--- src/rtl/gcd_pkg.sv ---
// Shared definitions for the GCD core and its job master: datapath width,
// master state encoding and the core's operand load timing.
package gcd_pkg;

  localparam int GCD_DATA_W = 8;

  // Cycles after the start edge at which the core loads A and B from data_input.
  localparam int START_TO_A = 1;
  localparam int START_TO_B = 2;

  typedef enum logic [2:0] {
    S_IDLE   = 3'd0,
    S_START  = 3'd1,
    S_LOAD_A = 3'd2,
    S_LOAD_B = 3'd3,
    S_WAIT   = 3'd4,
    S_RESP   = 3'd5
  } master_state_e;

endpackage

--- src/rtl/gcd_timeout_ctr.sv ---
// Done-timeout counter: synchronous clear, count enable, terminal count at TIMEOUT-1.
module gcd_timeout_ctr #(
  parameter int TIMEOUT = 1024,
  parameter int CNT_W   = $clog2(TIMEOUT+1)
) (
  input  logic i_clk,
  input  logic i_rst_n,
  input  logic clr,
  input  logic en,
  output logic tc
);

  logic [CNT_W-1:0] cnt_q, cnt_d;

  always_comb begin
    cnt_d = cnt_q;
    if (clr)     cnt_d = '0;
    else if (en) cnt_d = cnt_q + 1'b1;
  end

  always_ff @(posedge i_clk or negedge i_rst_n) begin
    if (!i_rst_n) cnt_q <= '0;
    else          cnt_q <= cnt_d;
  end

  assign tc = (cnt_q == CNT_W'(TIMEOUT-1));

endmodule

--- src/rtl/gcd_job_master.sv ---
// Initiator for the GCD core: takes operand pairs, feeds A then B over the
// shared data bus, waits for done (with timeout) and returns the result.
module gcd_job_master
  import gcd_pkg::*;
#(
  parameter int DATA_W  = GCD_DATA_W,
  parameter int TIMEOUT = 1024
) (
  input  logic              i_clk,
  input  logic              i_rst_n,
  input  logic              in_valid,
  output logic              in_ready,
  input  logic [DATA_W-1:0] in_a,
  input  logic [DATA_W-1:0] in_b,
  output logic              out_valid,
  input  logic              out_ready,
  output logic [DATA_W-1:0] out_gcd,
  output logic              out_err,
  output logic              gcd_start,
  output logic [DATA_W-1:0] gcd_data,
  input  logic              gcd_done,
  input  logic [DATA_W-1:0] gcd_result
);

  localparam int CNT_W = $clog2(TIMEOUT+1);

  master_state_e     state_q, state_d;
  logic [DATA_W-1:0] a_q, a_d, b_q, b_d;
  logic [DATA_W-1:0] out_gcd_q, out_gcd_d, gcd_data_q, gcd_data_d;
  logic              in_ready_q, in_ready_d, out_valid_q, out_valid_d;
  logic              out_err_q, out_err_d, gcd_start_q, gcd_start_d;
  logic              ctr_clr, ctr_en, ctr_tc;

  gcd_timeout_ctr #(.TIMEOUT(TIMEOUT), .CNT_W(CNT_W)) u_tmo (
    .i_clk   (i_clk),
    .i_rst_n (i_rst_n),
    .clr     (ctr_clr),
    .en      (ctr_en),
    .tc      (ctr_tc)
  );

  // Outputs are registered, so each one is computed for the state being entered.
  always_comb begin
    state_d     = state_q;
    a_d         = a_q;
    b_d         = b_q;
    out_gcd_d   = out_gcd_q;
    out_err_d   = out_err_q;
    out_valid_d = out_valid_q;
    gcd_data_d  = gcd_data_q;
    gcd_start_d = 1'b0;
    in_ready_d  = 1'b0;
    ctr_clr     = 1'b0;
    ctr_en      = 1'b0;
    case (state_q)
      S_IDLE: begin
        if (in_valid && in_ready_q) begin
          a_d = in_a;
          b_d = in_b;
          // The subtractive core never terminates on a zero operand.
          if (in_a == '0 || in_b == '0) begin
            out_gcd_d   = in_a | in_b;
            out_err_d   = 1'b0;
            out_valid_d = 1'b1;
            state_d     = S_RESP;
          end else begin
            gcd_start_d = 1'b1;
            gcd_data_d  = in_a;
            state_d     = S_START;
          end
        end else begin
          in_ready_d = 1'b1;
        end
      end
      S_START: begin
        gcd_data_d = a_q;
        state_d    = S_LOAD_A;
      end
      S_LOAD_A: begin
        gcd_data_d = b_q;
        state_d    = S_LOAD_B;
      end
      S_LOAD_B: begin
        ctr_clr = 1'b1;
        state_d = S_WAIT;
      end
      S_WAIT: begin
        if (gcd_done) begin
          out_gcd_d   = gcd_result;
          out_err_d   = 1'b0;
          out_valid_d = 1'b1;
          state_d     = S_RESP;
        end else if (ctr_tc) begin
          out_gcd_d   = '0;
          out_err_d   = 1'b1;
          out_valid_d = 1'b1;
          state_d     = S_RESP;
        end else begin
          ctr_en = 1'b1;
        end
      end
      S_RESP: begin
        if (out_ready) begin
          out_valid_d = 1'b0;
          in_ready_d  = 1'b1;
          state_d     = S_IDLE;
        end
      end
      default: state_d = S_IDLE;
    endcase
  end

  always_ff @(posedge i_clk or negedge i_rst_n) begin
    if (!i_rst_n) begin
      state_q     <= S_IDLE;
      a_q         <= '0;
      b_q         <= '0;
      out_gcd_q   <= '0;
      out_err_q   <= 1'b0;
      out_valid_q <= 1'b0;
      gcd_data_q  <= '0;
      gcd_start_q <= 1'b0;
      in_ready_q  <= 1'b0;
    end else begin
      state_q     <= state_d;
      a_q         <= a_d;
      b_q         <= b_d;
      out_gcd_q   <= out_gcd_d;
      out_err_q   <= out_err_d;
      out_valid_q <= out_valid_d;
      gcd_data_q  <= gcd_data_d;
      gcd_start_q <= gcd_start_d;
      in_ready_q  <= in_ready_d;
    end
  end

  assign in_ready  = in_ready_q;
  assign out_valid = out_valid_q;
  assign out_gcd   = out_gcd_q;
  assign out_err   = out_err_q;
  assign gcd_start = gcd_start_q;
  assign gcd_data  = gcd_data_q;

endmodule

--- config.mk ---
export PLATFORM = sky130hd
export DESIGN_NAME = gcd_job_master
export DESIGN_NICKNAME = d
export VERILOG_FILES = /design/src/rtl/gcd_pkg.sv /design/src/rtl/gcd_timeout_ctr.sv /design/src/rtl/gcd_job_master.sv
export SDC_FILE = /design/constraint.sdc
export NUM_CORES = 1
export LEC_CHECK = 0
export ABC_CLOCK_PERIOD_IN_PS = 1950
export CORE_ASPECT_RATIO = 0.6
export CORE_MARGIN = 2
export CORE_UTILIZATION = 35
export CTS_CLUSTER_DIAMETER = 150
export CTS_CLUSTER_SIZE = 25
export DETAILED_ROUTE_END_ITERATION = 6
export MAX_ROUTING_LAYER = met4
export SYNTH_ARGS = -nofsm -noshare
export SYNTH_HDL_FRONTEND = slang
export SYNTH_SLANG_ARGS = --single-unit
export TNS_END_PERCENT = 100
--- constraint.sdc ---
create_clock -name i_clk -period 1.95 [get_ports i_clk]
set_input_delay 0.39 -clock i_clk [delete_from_list [all_inputs] [get_ports i_clk]]
set_output_delay 0.39 -clock i_clk [all_outputs]
set_load 0.005 [all_outputs]
==> run metrics, run 1 <==
post-route clock period utilization 97.41%; leakage dissipation 1.479 nW; post-synthesis instance total 262; number of filler cells placed in the layout 710; r2r worst-path depth 6; data arrival time of the critical path 2.06 ns; Multi-input gate area 0.001286 mm^2; post-detailed-route wirelength per cell 14.44 um; number of buffers between clock root and the deepest sink 2; floorplan die width 115.6 um; Setup violations, final 0; Post-CTS Repair Setup Buffers 0; placement row count 24; async set or reset register ratio after synthesis 100.0%; synthesized area per cell 9.986 um^2; Top FF cell, synth dfrtp_1; hold violation count in the final report 0; TritonCTS Buffers 5; Max Fanout on Critical Path 5; Core Box Area 0.007237 mm^2; clk slew on worst S/H paths 0.06 ns; relative area change from synthesis to final layout 36.11%; latest clock arrival within the worst-skew pair 0.28 ns; number of clock sinks seen by CTS 50; routability congestion estimate from global placement 0.8116; final net count 361; number of distinct standard cells referenced by the synthesized netlist 38; post-route antenna net violation count 0; global-route wire length before repair 10.29 mm; detail-routed via count per cell 4.931; setup clock skew after layout 0.005421 ns; Synth warnings 0; worst-path cell chain ha_1, nand4_1, o31a_2, nor2_4, o211ai_4, mux2_2; startpoint type of the worst setup path flip-flop; Min Clock Period, post-route 1.900 ns; crit path kind flip-flop to flip-flop; max-slew violations 0; unrepaired setup endpoints after global routing true; antenna violations before repair 0; CP startpoint u_tmo.cnt_q[0]$_DFFE_PN0P_; iteration count of the initial detailed-routing pass 4; Critical Path RT 2.11 ns; Overall Power 4.890 mW; total wire length 6.282 mm; source of the worst register-to-register timing path u_tmo.cnt_q[0]$_DFFE_PN0P_; final sum of negative setup slack 0 ns; Slowest Stage Delay on Critical Path 0.41 ns; area post-placement 0.003395 mm^2; DRC violation count after routing 0; clock tree from TritonCTS built; pin count of the biggest net entering global routing 51; overall via count from detail_route 2145; actual slew at the worst max-slew pin 0.4539 ns; number of global-route vias before repair 2031; final non-filler cell area 0.003561 mm^2; sum of overflow across all layers after global routing 0; final core utilization 49.20%; DRC marker count from the first detailed-route iteration 164; max-cap violations 0; Sequential Area 0.001251 mm^2; diode count 0; share of layout cells above drive strength 1 21.15%; depth of the CTS H-tree 2; worst IR drop on VDD 0.0005665 V; class of the tightest hold or removal check primary input to asynchronous set/reset pin; synthesized area 0.002616 mm^2; Die Footprint 0.008205 mm^2; nets in the synthesized netlist 292; EDFF count, synth 0; io pins 49; quantity of I/O buffers inserted on ports 48; overall fraction of global-route tracks in use 16.64%; Slowest-stage cell, CP o31a_2; result of the run complete, no violations; Synth Register Bits 50; part of the Yosys area used for sequential elements 47.82%; HPWL after detailed placement 4.699 mm; kind of end point of the critical path flip-flop; worst-case hold slack 0.08017 ns; clock tree root driver cell clkbuf_16; overall die height 70.97 um; max frequency 526.4 MHz; Power Density 1373 mW/mm^2; Worst slew margin 69.74%; Initial Util 36.15%
cell type report:
cell class / instances / area share, %
Inverter: 5 / 0.5271
Multi-Input combinational cell: 191 / 36.12
Clock buffer: 7 / 3.725
Timing Repair Buffer: 78 / 20.84
Sequential cell: 50 / 35.14
Tap cell: 104 / 3.654
cell usage after synthesis (3+ instances only):
cell type  count  area share, %
o221ai_1       8            2.7
a21oi_1       26            5.0
buf_2          6            1.1
xor2_1         4            1.3
dfrtp_1       50             48
o211ai_1       8            2.3
inv_1          4           0.57
nor4_1         4           0.96
nor2_1        44            6.3
xnor2_1        3            1.0
o21ai_0       11            2.1
mux2i_1        3            1.1
nand4_1        4           0.96
and3_1         5            1.2
mux2_2        24             10
buf_4          3           0.86
clkbuf_1       7            1.0
nand2_1       25            3.6
power by group:
group / total [mW] / switching, mW / leakage [nW] / internal [mW]
sequential: 1.75 / 0.301 / 0.622 / 1.45
combinational: 2.32 / 1.08 / 0.793 / 1.25
clock: 0.813 / 0.343 / 0.0640 / 0.470
total: 4.89 / 1.72 / 1.48 / 3.17
worst max-delay path: cells and delay by family, from the launching register on:
family | cells | cell delay [ns]
AOI/OAI and AO/OA | 2 | 0.56
adders and majority gates | 1 | 0.20
DFF | 1 | 0.39
muxes | 1 | 0.31
and+or+nand+nor | 2 | 0.33
stage by stage:
step	cells	setup slack, ns
final	435	0.05048
after detailed placement	427	-0.2844
after CTS	434	0.01390
after floorplan	262	0.2108
after global routing	435	-0.007764
after global placement	427	-0.2202
sequential cells by signal, summed over array words and instances (netlist names):
register and cells:
a_q 8, out_err 1, out_valid 1, gcd_start 1, out_gcd 8, state_q 3, gcd_data 8, u_tmo.cnt_q 11
in_ready 1, b_q 8
cell usage in the layout (no fill, tap or decap), drive strengths merged, types with 2 or more instances in the layout:
cell            n
o221ai          8
xnor2           3
a311oi          2
o21ai          11
nand4           4
and3            5
mux2i           3
clkdlybuf4s50  47
clkbuf          7
nor2           46
inv             4
nor4            4
dfrtp          50
buf            31
nor4b           2
mux2           24
nand3b          2
o211ai         10
a21oi          26
nand2          25
xor2            4
kinds of logic after synthesis:
| kind of cell | share of synthesized area [%] |
|---|---|
| muxes | 11.48 |
| and+or+nand+nor | 16.69 |
| AOI/OAI and AO/OA | 17.03 |
| adders and majority gates | 0.4782 |
| xor gates and xnor gates | 2.343 |
| buffers and inverters | 4.161 |
| DFF | 47.82 |
per-layer routing:
metal  part of all wire [%]  wire (um)  global-route usage [%]  vias to the layer above
met4                   0.33         21                   1.984                        0
met1                     54       3375                   25.75                     1020
met5                      0          0                       -                        -
met3                    4.9        310                   3.856                        2
li1                       -          -                       -                     1075
met2                     41       2574                   22.61                       48
worst paths after layout:
kind	end	slack [ns]
max	out_gcd[6]$_DFFE_PN0P_	0.05
min	out_gcd[4]$_DFFE_PN0P_	0.08
max reg2reg	out_gcd[6]$_DFFE_PN0P_	0.05
min reg2reg	gcd_data[6]$_DFFE_PN0P_	0.48
max in group asynchronous	u_tmo.cnt_q[1]$_DFFE_PN0P_	1.62
min in group i_clk	gcd_data[6]$_DFFE_PN0P_	0.48
what timing repair did:
item / 4_1_cts / 5_1_grt
resized for setup: 0 / 4
endpoints found under the setup margin: 0 / 10
hold buffers: 0 / 0
(Power assumes the default switching activity.)
==> run 2, diff against run 1 <==
CELL_PAD_IN_SITES_DETAIL_PLACEMENT = 1   (was default)
CELL_PAD_IN_SITES_GLOBAL_PLACEMENT = 1   (was default)
PLACE_DENSITY_LB_ADDON = 0.1   (was default)
SKIP_CTS_REPAIR_TIMING = 1   (was default)
==> run 2 against run 1 <==
Critical path depth up 1. Sequential power barely moved. Core utilization rose by 1.3 points. Register-to-register slack gained 0.02 ns. Worst setup slack gained 0.020 ns. Critical path type is now primary input to flip-flop.
==> run metrics, run 2 (synthesized netlist as in run 1, its figures left out) <==
number of filler cells placed in the layout 816; most frequent cells in the layout dfrtp_1 (50), clkdlybuf4s50_1 (47), nor2_1 (44), buf_4 (41), a21oi_1 (26); antenna violations before repair 0; unrepaired setup endpoints after global routing false; post-route clock period utilization 96.38%; quantity of I/O buffers inserted on ports 48; max-cap violations 0; reg-to-reg endpoint out_gcd[7]$_DFFE_PN0P_; crit path kind primary input to flip-flop; register ranked first by flip-flop count u_tmo.cnt_q; io pins 49; worst-case hold slack 0.03629 ns; overall fraction of global-route tracks in use 19.55%; latest clock arrival within the worst-skew pair 0.29 ns; data arrival time of the critical path 2.05 ns; pin count of the biggest net entering global routing 39; r2r worst-path depth 6; Critical Path RT 2.12 ns; Core Box Area 0.007237 mm^2; count of placed standard cells in the final layout, fillers left out 448; depth of the CTS H-tree 2; Slowest-stage cell, CP clkdlybuf4s50_1; total placed cells including tap cells 438; startpoint type of the worst setup path primary input; leakage dissipation 1.543 nW; Initial Util 36.15%; share of layout cells above drive strength 1 24.42%; setup slack of the most critical reg-to-reg path 0.07 ns; hold violation count in the final report 0; max FFs per register 11; final core utilization 50.50%; detail-routed via count per cell 4.996; setup clock skew after layout 0.005955 ns; TritonCTS Buffers 5; Multi-input gate area 0.001289 mm^2; clock tree from TritonCTS built; worst-path cell chain clkdlybuf4s50_1, nor4_1, buf_4, nand2_1, nand2_2, o211ai_4, mux2_2; total wire length 7.486 mm; DRC marker count from the first detailed-route iteration 107; sum of overflow across all layers after global routing 0; number of buffers between clock root and the deepest sink 2; class of the tightest hold or removal check primary input to asynchronous set/reset pin; overall via count from detail_route 2238; placement row count 24; actual slew at the worst max-slew pin 0.4430 ns; floorplan die width 115.6 um; max frequency 532.1 MHz; Setup violations, final 0; Min Clock Period, post-route 1.879 ns; Max Fanout on Critical Path 5; overall die height 70.97 um; clock tree root driver cell clkbuf_16; number of global-route vias before repair 2186; source of the worst register-to-register timing path u_tmo.cnt_q[0]$_DFFE_PN0P_; Die Footprint 0.008205 mm^2; iteration count of the initial detailed-routing pass 4; number of clock sinks seen by CTS 50; global-route wire length before repair 11.84 mm; Worst slew margin 70.47%; max-slew violations 0; DRC violation count after routing 0; final net count 373; post-route antenna net violation count 0; result of the run complete, no violations; Power Density 1409 mW/mm^2; relative area change from synthesis to final layout 39.69%; diode count 0; final worst-path setup slack 0.07063 ns; post-placement setup slack -0.3173 ns; Slowest Stage Delay on Critical Path 0.51 ns; kind of end point of the critical path flip-flop; HPWL after detailed placement 5.673 mm; post-detailed-route wirelength per cell 16.71 um; routability congestion estimate from global placement 0.7970; worst IR drop on VDD 0.0005883 V; clk slew on worst S/H paths 0.07 ns; leading cell type in the layout, fill and taps excluded dfrtp_1; Sequential Area 0.001251 mm^2
==> run 2: cell types whose count changed in the layout (fill, tap and decap cells not counted) <==
cell and change:
buf_12 -2, buf_4 +15, buf_6 -1, bufinv_16 +1, ha_1 -1, ha_2 +1
==> run 2: per-stage QoR <==
step / area [um^2] / total power, mW / setup TNS, ns
2_1_floorplan: 2616 / 3.071 / 0
3_3_place_gp: 3452 / 4.084 / -4.174
3_5_place_dp: 3452 / 4.144 / -4.277
4_1_cts: 3615 / 5.145 / -0.03374
5_1_grt: 3655 / 5.537 / 0
6_report: 3655 / 5.149 / 0
==> run 2: where the power goes <==
part / switching, mW / internal [mW]
clock: 0.376 / 0.607
combinational: 1.17 / 1.26
sequential: 0.282 / 1.45
total: 1.83 / 3.32
==> run 2: worst max-delay path: cells and delay by family <==
kind | cells | cell delay (ns)
buf+inv | 2 | 0.64
compound gates | 1 | 0.32
mux | 1 | 0.38
simple gates | 3 | 0.33
==> run 2: layout make-up <==
| type | count | share of cell area [%] |
|---|---|---|
| flip-flops and latches | 50 | 34.23 |
| inverters | 5 | 0.5135 |
| multi-input cells | 191 | 35.26 |
| clock inverters | 1 | 0.8216 |
| well taps | 104 | 3.560 |
| clock buffers | 7 | 3.629 |
| repair buffers | 90 | 21.98 |
==> run 2: metal layers <==
metal | up-vias | share of wire [%] | global-route usage [%]
met2 | 35 | 40 | 26.45
met3 | 2 | 3.7 | 4.113
met4 | 0 | 0.24 | 2.381
met5 | - | 0 | -
li1 | 1102 | - | -
met1 | 1099 | 56 | 30.60
==> run 2: how the worst max path moves through the flow <==
stage	depth (start not counted)	slack, ns	to	startpoint
after global routing	7	0.004	out_gcd[2]$_DFFE_PN0P_	in_b[1]
final	7	0.07	out_gcd[7]$_DFFE_PN0P_	in_a[7]
after floorplan	6	0.21	out_gcd[0]$_DFFE_PN0P_	gcd_done
after detailed placement	6	-0.32	out_gcd[7]$_DFFE_PN0P_	in_b[6]
after CTS	6	-0.01	out_gcd[7]$_DFFE_PN0P_	in_b[6]
after global placement	6	-0.31	out_gcd[4]$_DFFE_PN0P_	in_b[6]
